`src/rtl/serial_add_pkg.sv`:
```
// Shared definitions for the bit-serial adder: FSM state encoding and default operand width.
package serial_add_pkg;

    localparam int DEFAULT_WIDTH = 8;

    typedef enum logic [1:0] {
        IDLE  = 2'd0,
        SHIFT = 2'd1,
        DONE  = 2'd2
    } state_e;

endpackage

```
`src/rtl/full_adder_bit.sv`:
```
// One-bit full adder built from two half adders; the only arithmetic in the serial adder.
module half_adder_bit (
    input  logic a_i,
    input  logic b_i,
    output logic s_o,
    output logic c_o
);
    assign s_o = a_i ^ b_i;
    assign c_o = a_i & b_i;
endmodule

module full_adder_bit (
    input  logic a_i,
    input  logic b_i,
    input  logic c_i,
    output logic s_o,
    output logic c_o
);
    logic s_ab;
    logic c_ab;
    logic c_sc;

    half_adder_bit u_ha_ab (
        .a_i (a_i),
        .b_i (b_i),
        .s_o (s_ab),
        .c_o (c_ab)
    );

    half_adder_bit u_ha_sc (
        .a_i (s_ab),
        .b_i (c_i),
        .s_o (s_o),
        .c_o (c_sc)
    );

    assign c_o = c_ab | c_sc;
endmodule

```
`src/rtl/bit_serial_adder.sv`:
```
// LSB-first serial adder: one bit per cycle through a single full adder, WIDTH+1 cycles start to done.
//  state | meaning
//  IDLE  | ready=1, waiting for start; operands captured on the accepting edge
//  SHIFT | busy=1, one sum bit produced per cycle, WIDTH cycles
//  DONE  | done=1 for one cycle, sum/cout final; always returns to IDLE
module bit_serial_adder
    import serial_add_pkg::*;
#(
    parameter int WIDTH = DEFAULT_WIDTH
) (
    input  logic             clk,
    input  logic             rst,
    input  logic             start,
    input  logic [WIDTH-1:0] a,
    input  logic [WIDTH-1:0] b,
    input  logic             cin,
    output logic             ready,
    output logic             busy,
    output logic             done,
    output logic [WIDTH-1:0] sum,
    output logic             cout
);

    localparam int                CNT_W    = $clog2(WIDTH);
    localparam logic [CNT_W-1:0]  CNT_LAST = CNT_W'(WIDTH - 1);

    state_e           state_q, state_d;
    logic             ready_q, busy_q, done_q;
    logic [WIDTH-1:0] a_q, a_d;
    logic [WIDTH-1:0] b_q, b_d;
    logic [WIDTH-1:0] sum_q, sum_d;
    logic             c_q, c_d;
    logic [CNT_W-1:0] cnt_q, cnt_d;
    logic             fa_s;
    logic             fa_c;

    full_adder_bit u_fa (
        .a_i (a_q[0]),
        .b_i (b_q[0]),
        .c_i (c_q),
        .s_o (fa_s),
        .c_o (fa_c)
    );

    always_comb begin
        state_d = state_q;
        a_d     = a_q;
        b_d     = b_q;
        sum_d   = sum_q;
        c_d     = c_q;
        cnt_d   = cnt_q;
        case (state_q)
            IDLE: begin
                if (start) begin
                    state_d = SHIFT;
                    a_d     = a;
                    b_d     = b;
                    c_d     = cin;
                    cnt_d   = '0;
                end
            end
            SHIFT: begin
                a_d   = a_q >> 1;
                b_d   = b_q >> 1;
                sum_d = {fa_s, sum_q[WIDTH-1:1]};
                c_d   = fa_c;
                cnt_d = cnt_q + CNT_W'(1);
                if (cnt_q == CNT_LAST) begin
                    state_d = DONE;
                end
            end
            DONE: begin
                state_d = IDLE;
            end
            default: begin
                state_d = IDLE;
            end
        endcase
    end

    // Status flags are decoded from the next state so they are registered yet track the FSM exactly.
    always_ff @(posedge clk) begin
        if (rst) begin
            state_q <= IDLE;
            ready_q <= 1'b1;
            busy_q  <= 1'b0;
            done_q  <= 1'b0;
        end else begin
            state_q <= state_d;
            ready_q <= (state_d == IDLE);
            busy_q  <= (state_d == SHIFT);
            done_q  <= (state_d == DONE);
        end
    end

    always_ff @(posedge clk) begin
        if (rst) begin
            a_q   <= '0;
            b_q   <= '0;
            sum_q <= '0;
            c_q   <= 1'b0;
            cnt_q <= '0;
        end else begin
            a_q   <= a_d;
            b_q   <= b_d;
            sum_q <= sum_d;
            c_q   <= c_d;
            cnt_q <= cnt_d;
        end
    end

    assign ready = ready_q;
    assign busy  = busy_q;
    assign done  = done_q;
    assign sum   = sum_q;
    assign cout  = c_q;

endmodule
```
`config.mk`:
```
export PLATFORM = sky130hd
export DESIGN_NAME = bit_serial_adder
export DESIGN_NICKNAME = d
export VERILOG_FILES = /design/src/rtl/serial_add_pkg.sv /design/src/rtl/full_adder_bit.sv /design/src/rtl/bit_serial_adder.sv
export SDC_FILE = /design/constraint.sdc
export NUM_CORES = 1
export LEC_CHECK = 0
export CAP_MARGIN = 10
export CORE_ASPECT_RATIO = 0.5
export CORE_MARGIN = 4
export CORE_UTILIZATION = 48
export DETAILED_ROUTE_END_ITERATION = 10
export MAX_ROUTING_LAYER = met4
export PLACE_DENSITY = 0.83
export SLEW_MARGIN = 25
export SYNTH_ARGS = -nofsm -noshare
export SYNTH_HDL_FRONTEND = slang
export SYNTH_SLANG_ARGS = --single-unit
export TNS_END_PERCENT = 1
```
`constraint.sdc`:
```
create_clock -name clk -period 1.5 [get_ports clk]
set_input_delay 0.3 -clock clk [delete_from_list [all_inputs] [get_ports clk]]
set_output_delay 0.3 -clock clk [all_outputs]
set_load 0.005 [all_outputs]
```
==> flow_summary.toml <==
[sta]
post-route-period-util_pct = 96.80
setup_viol = 0
fmax_mhz = 688.7
drv_slew = 0
worst_slew_pin_slew_ps = 471.8
final-hold-violation-count = 0
finClkSkew_ps = 4.165
finalCriticalPeriod_ps = 1452
max_slew_margin_pct = 68.48
rsz0062_at_grt = "no"

[die]
die_w_um = 82.45
placementRows = 13
initial_core_util_pct = 50.79
ioPinCount = 32
dieArea_mm2 = 0.003728
die_h_um = 45.22
design.core.area_mm2 = 0.002619

[synth]
synth_seq_cells = 33
ys.flop_type = "dfxtp_1"
netlist_top_cells_count = "dfxtp_1 (33), nor2_1 (20), mux2i_1 (17), nand2_1 (16), a211oi_1 (15)"
synth_xor_area_share_pct = 0
synth_cells = 138
seq_area_frac_synth_pct = 49.67
synth_top_family_by_area = "compound AO/OA/AOI/OAI gates"
synth_area_leaders = "dfxtp_1 (50%), mux2i_1 (13%), a211oi_1 (8.5%)"
syn_area_mm2 = 0.001330
synthArstFlopShare_pct = 0
ys_types = 20
yosysTopAreaCell = "dfxtp_1"
synth_warnings = 0
synth-compound-area-share_pct = 14.30
muxShareOfSynthArea_pct = 12.79
synthAdderAreaFrac_pct = 3.387
syn_nets = 161
synth.most_common_cell = "dfxtp_1"
synth_top_cell_area_share_pct = 49.67
syn_area_per_cell_um2 = 9.638
synth-simple-area-share_pct = 14.30
synth-edff-count = 0

[place]
routabilityCongestion = 0.7374
dpl.hpwl_um = 1921
io_buffers = 31
dp.cells = 201

[critical_path]
crit_type = "register to output pin"
path_delay_family = "buffers and inverters"
startpoint = "sum[5]"
r2r_slack_ps = 290
start_kind = "register"
crit_fanout = 3
arrival_ps = 1150
reg2reg_to = "cout"
rr_worst_depth = 4
path_depth = 1
worstPathBufferInverterCount = 1
cp-endpoint = "sum[5]"
crit_chain = "clkdlybuf4s50_1"
rr_startpoint = "state_q[1]"
critPathRequiredTime_ps = 1200
end_kind = "output pin"
cpMaxStageDelayCell = "clkdlybuf4s50_1"
critical_path.max_stage_delay_ps = 510

[outcome]
status = "finished clean"

[job]
drv_cap = 0

[finish]
drive_above_1_share_pct = 9.884
fin_cells = 209
nFillCells = 218
finalCoreUtilization_pct = 67.75
final_nets = 194
diodes = 0
area_delta_synth_final_pct = 33.40
multi_input_area_um2 = 595.6
seqCellArea_um2 = 665.6

[global_route]
grt_util_all_layers_pct = 17.43
antenna_found_initial = 0
gr-total-overflow = 0
grt_pass1_vias = 1065
grt_first_pass_wirelength_um = 4664
grt_max_degree = 31

[power_and_ir_drop]
swShare_pct = 23.89
p_seq_share_pct = 52.3
ir_drop_uv = 680.9
p_int_w = 0.001394
p_clk_share_pct = 34.4
power_switching_w = 0.0004378
power-per-cell-area_mw_per_mm2 = 1033
power.share.combinational_pct = 13.4
leakagePower_nw = 0.7207

[clock_tree]
cts-htree-levels = 2
clock-sinks = 33
root_buffer = "clkbuf_8"
postCtsSetupBuffers = 0
clock_path_buffers = 2
cts_buffers = 5
clkTransAtPathRegs_ps = 60
clock_latency_ps = 280
cts_tree = "yes"

[drt]
num_vias = 1050
drt_wl_total_um = 2732
wire_per_inst_um = 13.07
drc = 0
ant_nets = 0
routed_via_density = 5.024
drt_iter0_drc = 91
drt_first_pass_iters = 4

[min_path]
hold_path_class = "register to register"
registers in the layout (all words and copies together), names as in the netlist:
register	cells
cout	1
done	1
busy	1
state_q	2
a_q	8
ready	1
cnt_q	3
b_q	8
sum	8
through the flow:
stage / TNS [ps] / area [µm²] / power (W) / worst slack [ps] / hold slack, ps
global placement: 0 / 1687 / 0.001213 / 3.205 / 450.1
global route: 0 / 1774 / 0.001923 / 9.524 / 491.7
floorplan: 0 / 1330 / 0.001111 / 358.2 / 448.3
detailed placement: -624.9 / 1687 / 0.001220 / -80.42 / 454.2
finish: 0 / 1774 / 0.001832 / 48.01 / 461.6
CTS: 0 / 1768 / 0.001843 / 19.30 / 466.0
per-layer routing:
metal,global-route usage [%],part of all wire [%],wire (µm),up-vias
li1,-,-,-,543
met1,19.22,43,1186,483
met2,28.34,51,1385,19
met3,6.773,4.6,126,5
met4,7.616,1.2,34,0
met5,-,0,0,-
what timing repair did:
item | in CTS | in global routing
setup endpoints to repair | 1 | 4
gates resized for setup | 1 | 4
hold buffers | 0 | 0
placed cells by master (no fill, tap or decap), drive strengths merged:
cell type,count
dfxtp,33
clkdlybuf4s50,30
nor2,20
mux2i,17
nand2,16
a211oi,15
a21oi,8
clkbuf,8
buf,6
nor3,4
a22oi,4
nand2b,2
ha,2
inv,1
o21bai,1
or2,1
nor3b,1
and2b,1
fa,1
dlymetal6s2s,1
logic make-up after synthesis:
| family | count (synthesis) |
|---|---|
| AOI/OAI and AO/OA | 28 |
| adders and majority gates | 3 |
| buffers and inverters | 12 |
| DFF | 33 |
| muxes | 17 |
| and+or+nand+nor | 45 |
worst min path at each step:
stage | from | endpoint | slack, ps | cells after the start
6_report | sum[0] | sum[0] | 460 | 2
5_1_grt | sum[3] | sum[2] | 490 | 2
4_1_cts | sum[0] | sum[0] | 470 | 2
3_5_place_dp | sum[0] | sum[0] | 450 | 2
3_3_place_gp | sum[0] | sum[0] | 450 | 2
2_1_floorplan | a[7] | a_q[7] | 450 | 2
layout make-up:
class                   count  area share, %
clock buffers               8          4.513
inverters                   1         0.2116
multi-input cells          93          33.57
flip-flops and latches     33          37.52
well taps                  37          2.609
repair buffers             37          21.58
power by group through the flow:
stage / clock, W / sequential (W) / combinational [W]
after floorplan: 0 / 0.000970 / 0.000141
after global placement: 0 / 0.000974 / 0.000238
after detailed placement: 0 / 0.000976 / 0.000244
after CTS: 0.000638 / 0.000959 / 0.000247
after global routing: 0.000688 / 0.000965 / 0.000270
final: 0.000629 / 0.000958 / 0.000245
(Power assumes the default switching activity.)
